<file path="src/rtl/cos_arg_reduce.sv">
// Cosine argument range reduction: mod 2*pi by shift-subtract, then fold to [0, pi/2].
// Optional COS_ARG_SIGNED_EN: accept two's-complement angles via cos(-x) = cos(x).
module cos_arg_reduce (
  input  logic        clk,
  input  logic        rst,
  input  logic [15:0] a_in,
  input  logic [8:0]  y_in,
  input  logic        in_valid,
  output logic        in_ready,
  output logic [15:0] x_out,
  output logic [8:0]  y_out,
  output logic        neg,
  output logic [1:0]  quad,
  output logic        out_valid,
  input  logic        out_ready
);

  localparam logic [15:0] TWO_PI  = 16'h0649;
  localparam logic [15:0] PI      = 16'h0324;
  localparam logic [15:0] HALF_PI = 16'h0192;

  typedef enum logic [1:0] {
    IDLE,
    REDUCE,
    FOLD,
    OUT
  } state_t;

  state_t      state_q, state_d;
  logic [15:0] areg_q, areg_d;
  logic [8:0]  yreg_q, yreg_d;
  logic [2:0]  k_q, k_d;
  logic [15:0] x_out_q, x_out_d;
  logic [8:0]  y_out_q, y_out_d;
  logic        neg_q, neg_d;
  logic [1:0]  quad_q, quad_d;
  logic        out_valid_q, out_valid_d;

  logic [15:0] a_mag;
  logic [15:0] step_c;
  logic [15:0] t_c;
  logic [15:0] x_c;
  logic        q1_c;
  logic        q0_c;

`ifdef COS_ARG_SIGNED_EN
  assign a_mag = a_in[15] ? (~a_in + 16'd1) : a_in;
`else
  assign a_mag = a_in;
`endif

  always_comb begin
    step_c = TWO_PI << k_q;
    q1_c   = areg_q >= PI;
    t_c    = q1_c ? (areg_q - PI) : areg_q;
    q0_c   = t_c > HALF_PI;
    x_c    = q0_c ? (PI - t_c) : t_c;
  end

  assign in_ready = (state_q == IDLE);

  always_comb begin
    state_d     = state_q;
    areg_d      = areg_q;
    yreg_d      = yreg_q;
    k_d         = k_q;
    x_out_d     = x_out_q;
    y_out_d     = y_out_q;
    neg_d       = neg_q;
    quad_d      = quad_q;
    out_valid_d = out_valid_q;
    unique case (state_q)
      IDLE: begin
        if (in_valid) begin
          areg_d  = a_mag;
          yreg_d  = y_in;
          k_d     = 3'd5;
          state_d = REDUCE;
        end
      end
      REDUCE: begin
        if (areg_q >= step_c) begin
          areg_d = areg_q - step_c;
        end
        k_d = k_q - 3'd1;
        if (k_q == 3'd0) begin
          state_d = FOLD;
        end
      end
      FOLD: begin
        x_out_d     = x_c;
        y_out_d     = yreg_q;
        neg_d       = q1_c ^ q0_c;
        quad_d      = {q1_c, q0_c};
        out_valid_d = 1'b1;
        state_d     = OUT;
      end
      OUT: begin
        if (out_ready) begin
          out_valid_d = 1'b0;
          state_d     = IDLE;
        end
      end
      default: state_d = IDLE;
    endcase
  end

  always_ff @(posedge clk or posedge rst) begin
    if (rst) begin
      state_q     <= IDLE;
      areg_q      <= '0;
      yreg_q      <= '0;
      k_q         <= '0;
      x_out_q     <= '0;
      y_out_q     <= '0;
      neg_q       <= 1'b0;
      quad_q      <= '0;
      out_valid_q <= 1'b0;
    end else begin
      state_q     <= state_d;
      areg_q      <= areg_d;
      yreg_q      <= yreg_d;
      k_q         <= k_d;
      x_out_q     <= x_out_d;
      y_out_q     <= y_out_d;
      neg_q       <= neg_d;
      quad_q      <= quad_d;
      out_valid_q <= out_valid_d;
    end
  end

  assign x_out     = x_out_q;
  assign y_out     = y_out_q;
  assign neg       = neg_q;
  assign quad      = quad_q;
  assign out_valid = out_valid_q;

endmodule

</file>
<file path="config.mk">
export PLATFORM = sky130hd
export DESIGN_NAME = cos_arg_reduce
export DESIGN_NICKNAME = d
export VERILOG_FILES = /design/src/rtl/cos_arg_reduce.sv
export SDC_FILE = /design/constraint.sdc
export NUM_CORES = 1
export LEC_CHECK = 0
export CAP_MARGIN = 15
export CORE_MARGIN = 2
export CORE_UTILIZATION = 44
export CTS_BUF_LIST = sky130_fd_sc_hd__clkbuf_2 sky130_fd_sc_hd__clkbuf_4 sky130_fd_sc_hd__clkbuf_8
export DETAILED_ROUTE_END_ITERATION = 6
export MAX_ROUTING_LAYER = met4
export PLACE_DENSITY = 0.66
export SYNTH_ARGS = -nofsm -noshare
export SYNTH_HDL_FRONTEND = slang
export SYNTH_SLANG_ARGS = --single-unit
</file>
<file path="constraint.sdc">
create_clock -name clk -period 7.14 [get_ports clk]
set_input_delay 1.428 -clock clk [delete_from_list [all_inputs] [get_ports clk]]
set_output_delay 1.428 -clock clk [all_outputs]
set_load 0.005 [all_outputs]
</file>
==> results of run 1 <==
==> state kept, by name (all words and copies together) (netlist names) <==
signal     flops
x_out         16
quad           2
yreg_q         9
areg_q        16
k_q            3
state_q        2
y_out          9
neg            1
out_valid      1
==> final cells by class <==
| type | instances | area [um^2] |
|---|---|---|
| clock buffer | 9 | 124 |
| clock inverter | 7 | 125 |
| timing repair buffer | 61 | 603 |
| multi-input combinational | 361 | 2610 |
| fill | 913 | 4430 |
| sequential | 59 | 1480 |
| tap | 133 | 166 |
| inverter | 28 | 105 |
==> routing by layer <==
layer	GRT usage, %	share of wire, %
met5	-	0
met1	25.1	45
met3	3.80	3.7
met2	33.3	49
met4	5.87	1.5
==> critical path: stages, from the launching register on <==
cell                       delay [ps]
sky130_fd_sc_hd__dfrtp_1          450
sky130_fd_sc_hd__inv_1            120
sky130_fd_sc_hd__ha_1             380
sky130_fd_sc_hd__or2_2            150
sky130_fd_sc_hd__a21boi_0         370
sky130_fd_sc_hd__ha_1             350
sky130_fd_sc_hd__a21o_1           170
sky130_fd_sc_hd__a21o_1           180
sky130_fd_sc_hd__a21oi_1          160
sky130_fd_sc_hd__a21boi_1         250
sky130_fd_sc_hd__o21ai_0          200
sky130_fd_sc_hd__o221ai_1         210
sky130_fd_sc_hd__a31o_2           540
sky130_fd_sc_hd__o21ai_0          200
==> cells by family (layout without fill, tap and decap cells) <==
| family | count (synthesis) | in the layout | synth area share, % |
|---|---|---|---|
| AOI/OAI and AO/OA | 120 | 120 | 18.6 |
| xor gates and xnor gates | 31 | 31 | 6.65 |
| adders and majority gates | 29 | 29 | 8.60 |
| buffers and inverters | 50 | 105 | 5.26 |
| DFF | 59 | 59 | 34.3 |
| muxes | 44 | 44 | 11.0 |
| and+or+nand+nor | 137 | 137 | 15.7 |
==> stage by stage <==
step                      hold WS (ps)  cells  utilization, %  area [um^2]
after global routing               521    658            54.0         5200
final                              502    658            54.0         5200
after floorplan                    474    470               -         4310
after global placement             481    642            51.4         4960
after CTS                          507    658            54.0         5200
after detailed placement           493    642            51.4         4960
==> final timing paths <==
kind	slack, ps	startpoint	to	cells past startpoint
worst max-delay path	3260	k_q[1]	areg_q[0]	13
worst min-delay path	500	yreg_q[3]	y_out[3]	1
worst max register to register	3260	k_q[1]	areg_q[0]	13
worst min register to register	500	yreg_q[3]	y_out[3]	1
max in group asynchronous	5030	rst	areg_q[12]	3
min in group asynchronous	1610	rst	out_valid	3
==> cell usage in the layout, fill, tap and decap left out, types with 4 or more instances in the layout <==
cell,Yosys,final
sky130_fd_sc_hd__dfrtp_1,59,59
sky130_fd_sc_hd__nand3_1,11,11
sky130_fd_sc_hd__inv_1,28,27
sky130_fd_sc_hd__mux2i_1,18,18
sky130_fd_sc_hd__xor2_1,8,8
sky130_fd_sc_hd__clkdlybuf4s50_1,0,58
sky130_fd_sc_hd__a21o_1,8,8
sky130_fd_sc_hd__o31ai_1,4,4
sky130_fd_sc_hd__o221ai_1,4,4
sky130_fd_sc_hd__xnor2_1,21,21
sky130_fd_sc_hd__nand4_1,4,4
sky130_fd_sc_hd__nor2b_1,6,6
sky130_fd_sc_hd__mux2_2,26,26
sky130_fd_sc_hd__nor3_1,5,5
sky130_fd_sc_hd__nand2b_1,4,4
sky130_fd_sc_hd__a21boi_0,4,4
sky130_fd_sc_hd__or2_2,4,4
sky130_fd_sc_hd__clkbuf_8,0,9
sky130_fd_sc_hd__o21ai_1,4,4
sky130_fd_sc_hd__a21oi_1,30,30
sky130_fd_sc_hd__ha_1,28,28
sky130_fd_sc_hd__nor2_1,39,39
sky130_fd_sc_hd__nand2_1,44,44
sky130_fd_sc_hd__o21ai_0,33,33
==> qor.txt, run 1 <==
Hold violation total from the final report = 0
Clock latency at the later pin of the worst-skew pair = 350 ps
Share of the yosys chip area belonging to registers = 34.3%
Library cell with the highest instance count after synthesis = sky130_fd_sc_hd__dfrtp_1
Post-synth net total = 528
Share of flip-flops with an asynchronous set or reset after synthesis = 100%
Total I/O pin count = 59
Maximum number of pins on one net before global-route repair = 60
Pre-CTS setup slack = 3260 ps
Worst path required time = 7340 ps
Netlist area before placement = 4310 um^2
Final count of negative-setup-slack endpoints = 0
Result of the run = completed
Max Cap Violations = 0
Area growth syn-to-layout = 20.8%
Detailed-routing iteration count for the pre-antenna-repair pass = 4
Via count of the first global-routing pass = 3,379
Final routed wirelength across all metal layers = 9780 um
Clock skew = 9.53 ps
Number of nets with antenna violations after routing = 0
Overall via count from detail_route = 3,487
Clock tree from TritonCTS = built
Final worst setup slack = 3260 ps
Routed via count divided by cell count = 5.30
Starting utilization of the core area = 44.7%
Number of enable-type register cells in the synthesized netlist = 0
Antenna Diode Count = 0
Number of unique standard cell types used by synthesis = 66
CTS Buf Count = 9
Clock period minus final worst setup slack = 3880 ps
Total of hold buffers inserted after clock tree synthesis = 0
Fraction of the cycle the final worst path needs = 54.4%
Overall die height = 103 um
Top post-synthesis cells by area = sky130_fd_sc_hd__dfrtp_1, sky130_fd_sc_hd__ha_1, sky130_fd_sc_hd__mux2_2, sky130_fd_sc_hd__xnor2_1, sky130_fd_sc_hd__mux2i_1
Max-slew violation count = 0
Headroom to the max-slew limit = 42.8%
Area enclosed by the die boundary = 10,600 um^2
Startpoint Class = flip-flop
Cell type with the largest total area after synthesis = sky130_fd_sc_hd__dfrtp_1
Layout net count = 578
Initial antenna violation count = 0
Die extent in x = 103 um
Detailed-route wire length per cell = 14.9 um
Worst min-delay path category = flip-flop to flip-flop
Maximum clock insertion buffer count = 2
Register clock-pin slew on the reported worst setup and hold paths = 80 ps
Worst Path Max Fanout = 32
Post-route setup TNS = 0 ps
Wire length of the first global-routing pass = 16,200 um
Unrepaired setup endpoints after global routing = no
Fraction of layout instances using a drive strength above 1 = 12.8%
Top cells by count, synth = sky130_fd_sc_hd__dfrtp_1, sky130_fd_sc_hd__nand2_1, sky130_fd_sc_hd__nor2_1, sky130_fd_sc_hd__o21ai_0, sky130_fd_sc_hd__a21oi_1
Actual slew at the worst max-slew pin = 857 ps
Area share of the largest cell type after synthesis = 34.3%
Routability congestion estimate from global placement = 0.936
Yosys warning total = 0
Post-CTS repair timing setup buffer count = 0
Maximum clock frequency = 257 MHz
H-tree depth = 3
Iteration-0 DRC count of the detailed router = 144
Type of element capturing the critical path = flip-flop
Resized Gates After CTS = 0
DRC violations left = 0
Clk sink count = 59
Count of buffers from port buffering = 58
#FFs+latches synth = 59
Path type of the worst setup path = flip-flop to flip-flop
Average footprint of a synthesized cell = 9.17 um^2
Aggregate global routing overflow = 0
FP Rows = 36
Worst Path Arrival = 4090 ps
Synthesized instance count = 470
Primary FF master, synth = sky130_fd_sc_hd__dfrtp_1
All-Layer GR Usage = 20.1%
Half-perimeter wire length of the detailed placement result = 7360 um
Core region area = 9640 um^2
Root Buffer = sky130_fd_sc_hd__clkbuf_8
Power of run 1 is not shown: default switching activity piles up to over one toggle a cycle in this logic, so the estimate is an artifact.
==> run 2, diff against run 1 <==
clock period = 3.8 ns   (was 7.14 ns; I/O delays follow)
==> run 2 against run 1 <==
  * Sequential share of layout area down 0.17 points
  * Clock skew down 1.7 ps
  * Maximum frequency up 12%
  * Highest routed layer unchanged
==> qor.txt, run 2 (synthesis gave the netlist of run 1 again) <==
Antenna Diode Count = 0 (unchanged)
Clock skew = 7.79 ps (was 9.53 ps)
Most numerous cell on the critical path = sky130_fd_sc_hd__ha_1
Pre-CTS setup slack = 282 ps (was 3260 ps)
Critical path's largest stage delay = 410 ps (was 540 ps)
Worst path required time = 4050 ps (was 7340 ps)
WP buf/inv = 2 (was 1)
Fraction of layout instances using a drive strength above 1 = 14.9% (was 12.8%)
Reg area = 1480 um^2 (unchanged)
Met1 Resource Use GR = 24.8% (was 25.1%)
Root Buffer = sky130_fd_sc_hd__clkbuf_8 (unchanged)
Cell Pwr Density = 1110 nW/um^2
Worst Path Max Fanout = 14 (was 32)
Overall via count from detail_route = 3,504 (was 3,487)
Top library cells by usage in the layout, fill and taps aside = sky130_fd_sc_hd__dfrtp_1, sky130_fd_sc_hd__clkdlybuf4s50_1, sky130_fd_sc_hd__nand2_1 (unchanged)
Maximum number of pins on one net before global-route repair = 29 (was 60)
Met2 track demand over resource = 31.4% (was 33.3%)
All-Layer GR Usage = 19.7% (was 20.1%)
Final routed wirelength across all metal layers = 9770 um (was 9780 um)
Max-slew violation count = 0 (unchanged)
Path type of the worst setup path = flip-flop to flip-flop (unchanged)
Post-Place Cell Area = 5040 um^2 (was 4960 um^2)
Total I/O pin count = 59 (unchanged)
Startpoint Class = flip-flop (unchanged)
Fraction of the cycle the final worst path needs = 90.9% (was 54.4%)
Worst min-delay path category = flip-flop to flip-flop (unchanged)
Master of the slowest instance on the critical path = sky130_fd_sc_hd__dfrtp_1 (was sky130_fd_sc_hd__a31o_2)
Hold violation total from the final report = 0 (unchanged)
Final count of negative-setup-slack endpoints = 0 (unchanged)
Cell breakdown of the critical path = inv_1 -> ha_1 -> ha_1 -> ha_1 -> fa_1 -> nor2b_1 -> o21ai_1 -> a21o_1 -> a21oi_1 -> a21boi_1 -> o21ai_1 -> o221ai_1 -> a31o_2 -> buf_4 -> o31ai_1 (was inv_1 -> ha_1 -> or2_2 -> a21boi_0 -> ha_1 -> a21o_1 -> a21o_1 -> a21oi_1 -> a21boi_1 -> o21ai_0 -> o221ai_1 -> a31o_2 -> o21ai_0)
Routed via count divided by cell count = 5.23 (was 5.30)
Area growth syn-to-layout = 21.6% (was 20.8%)
Area used by multi-input combinational logic = 2610 um^2 (about the same)
Routability congestion estimate from global placement = 0.928 (was 0.936)
Layout net count = 590 (was 578)
Starting utilization of the core area = 44.7% (unchanged)
Initial antenna violation count = 0 (unchanged)
Maximum clock frequency = 289 MHz (was 257 MHz)
Most common cell after layout, fill and taps aside = sky130_fd_sc_hd__dfrtp_1 (unchanged)
Total of hold buffers inserted after clock tree synthesis = 0 (unchanged)
Maximum VDD drop = 0.705 mV
Detailed-routing iteration count for the pre-antenna-repair pass = 4 (unchanged)
Unrepaired setup endpoints after global routing = no (unchanged)
Gr busiest metal = met2 (unchanged)
Area enclosed by the die boundary = 10,600 um^2 (unchanged)
Routing usage on met3 = 3.93% (was 3.80%)
Via count of the first global-routing pass = 3,393 (was 3,379)
H-tree depth = 3 (unchanged)
Hold WS = 505 ps (was 502 ps)
Kind of cell adding the most delay to the critical path = compound AO/OA/AOI/OAI gates (unchanged)
Core region area = 9640 um^2 (unchanged)
Detailed-route wire length per cell = 14.6 um (was 14.9 um)
Post-Layout Inst Area = 5240 um^2 (was 5200 um^2)
Wire length of the first global-routing pass = 15,800 um (was 16,200 um)
Clock latency at the later pin of the worst-skew pair = 350 ps (about the same)
Lkg Pwr = 2.24 nW
Layout fillers = 907 (was 913)
Clk sink count = 59 (unchanged)
Worst Path Arrival = 3700 ps (was 4090 ps)
Actual slew at the worst max-slew pin = 692 ps (was 857 ps)
Overall die height = 103 um (unchanged)
Aggregate global routing overflow = 0 (unchanged)
Final worst setup slack = 345 ps (was 3260 ps)
Result of the run = completed (unchanged)
Clock tree from TritonCTS = built (unchanged)
Iteration-0 DRC count of the detailed router = 82 (was 144)
Half-perimeter wire length of the detailed placement result = 7580 um (was 7360 um)
Count of buffers from port buffering = 58 (unchanged)
Die extent in x = 103 um (unchanged)
CTS Buf Count = 9 (unchanged)
Headroom to the max-slew limit = 53.4% (was 42.8%)
Max Cap Violations = 0 (unchanged)
Post-route setup TNS = 0 ps (unchanged)
Maximum clock insertion buffer count = 2 (unchanged)
Clock period minus final worst setup slack = 3450 ps (was 3880 ps)
FP Rows = 36 (unchanged)
Register clock-pin slew on the reported worst setup and hold paths = 70 ps (was 80 ps)
DRC violations left = 0 (unchanged)
Type of element capturing the critical path = flip-flop (unchanged)
Number of nets with antenna violations after routing = 0 (unchanged)
## run 2: cell count changes in the layout (fill, tap and decap cells not counted), sizes merged
cell and delta:
buf +12, clkinvlp +2, bufinv -3, clkinv +1
## run 2: repair_timing
action / CTS / global route
gates resized for setup: 0 / 3
setup endpoints to repair: 0 / 8
hold endpoints to repair: 0 / 0
setup buffers: 0 / 0
## run 2: power by group
part | leakage, nW | internal, mW | total, mW | switching (mW)
Sequential | 0.687 | 0.960 | 1.26 | 0.300
Clock | 0.0852 | 0.233 | 0.501 | 0.267
Combinational | 1.47 | 1.96 | 4.08 | 2.12
Total | 2.24 | 3.15 | 5.84 | 2.68
## run 2: worst paths after layout
check / from / to / slack (ps) / cells after the start
setup / recovery: k_q[1] / areg_q[15] / 350 / 15
hold / removal: quad[0] / quad[0] / 500 / 1
setup reg to reg: k_q[1] / areg_q[15] / 350 / 15
hold reg to reg: quad[0] / quad[0] / 500 / 1
max in group asynchronous: rst / x_out[2] / 2370 / 3
min in group asynchronous: rst / yreg_q[3] / 790 / 2
## run 2: per-stage QoR
| step | power, mW | std cells | utilization [%] |
|---|---|---|---|
| 6_report | 5.84 | 670 | 54.3 |
| 5_1_grt | 6.41 | 670 | 54.3 |
| 4_1_cts | 5.83 | 669 | 54.0 |
| 3_5_place_dp | 5.30 | 653 | 52.3 |
| 3_3_place_gp | 5.23 | 653 | 52.3 |
| 2_1_floorplan | 4.24 | 470 | - |
## run 2: cell type report
type | count | share of cell area, %
Multi-Input combinational cell | 361 | 49.8
Sequential cell | 59 | 28.2
Timing Repair Buffer | 73 | 13.6
Tap cell | 133 | 3.18
Clock buffer | 9 | 2.37
Inverter | 28 | 2.01
Clock inverter | 7 | 0.836
## run 2: metal layers
layer,part of all wire (%),vias to the layer above
met2,47,61
met3,2.9,19
li1,-,1782
met1,47,1642
met5,0,-
met4,2.4,0
(Power assumes the default switching activity.)
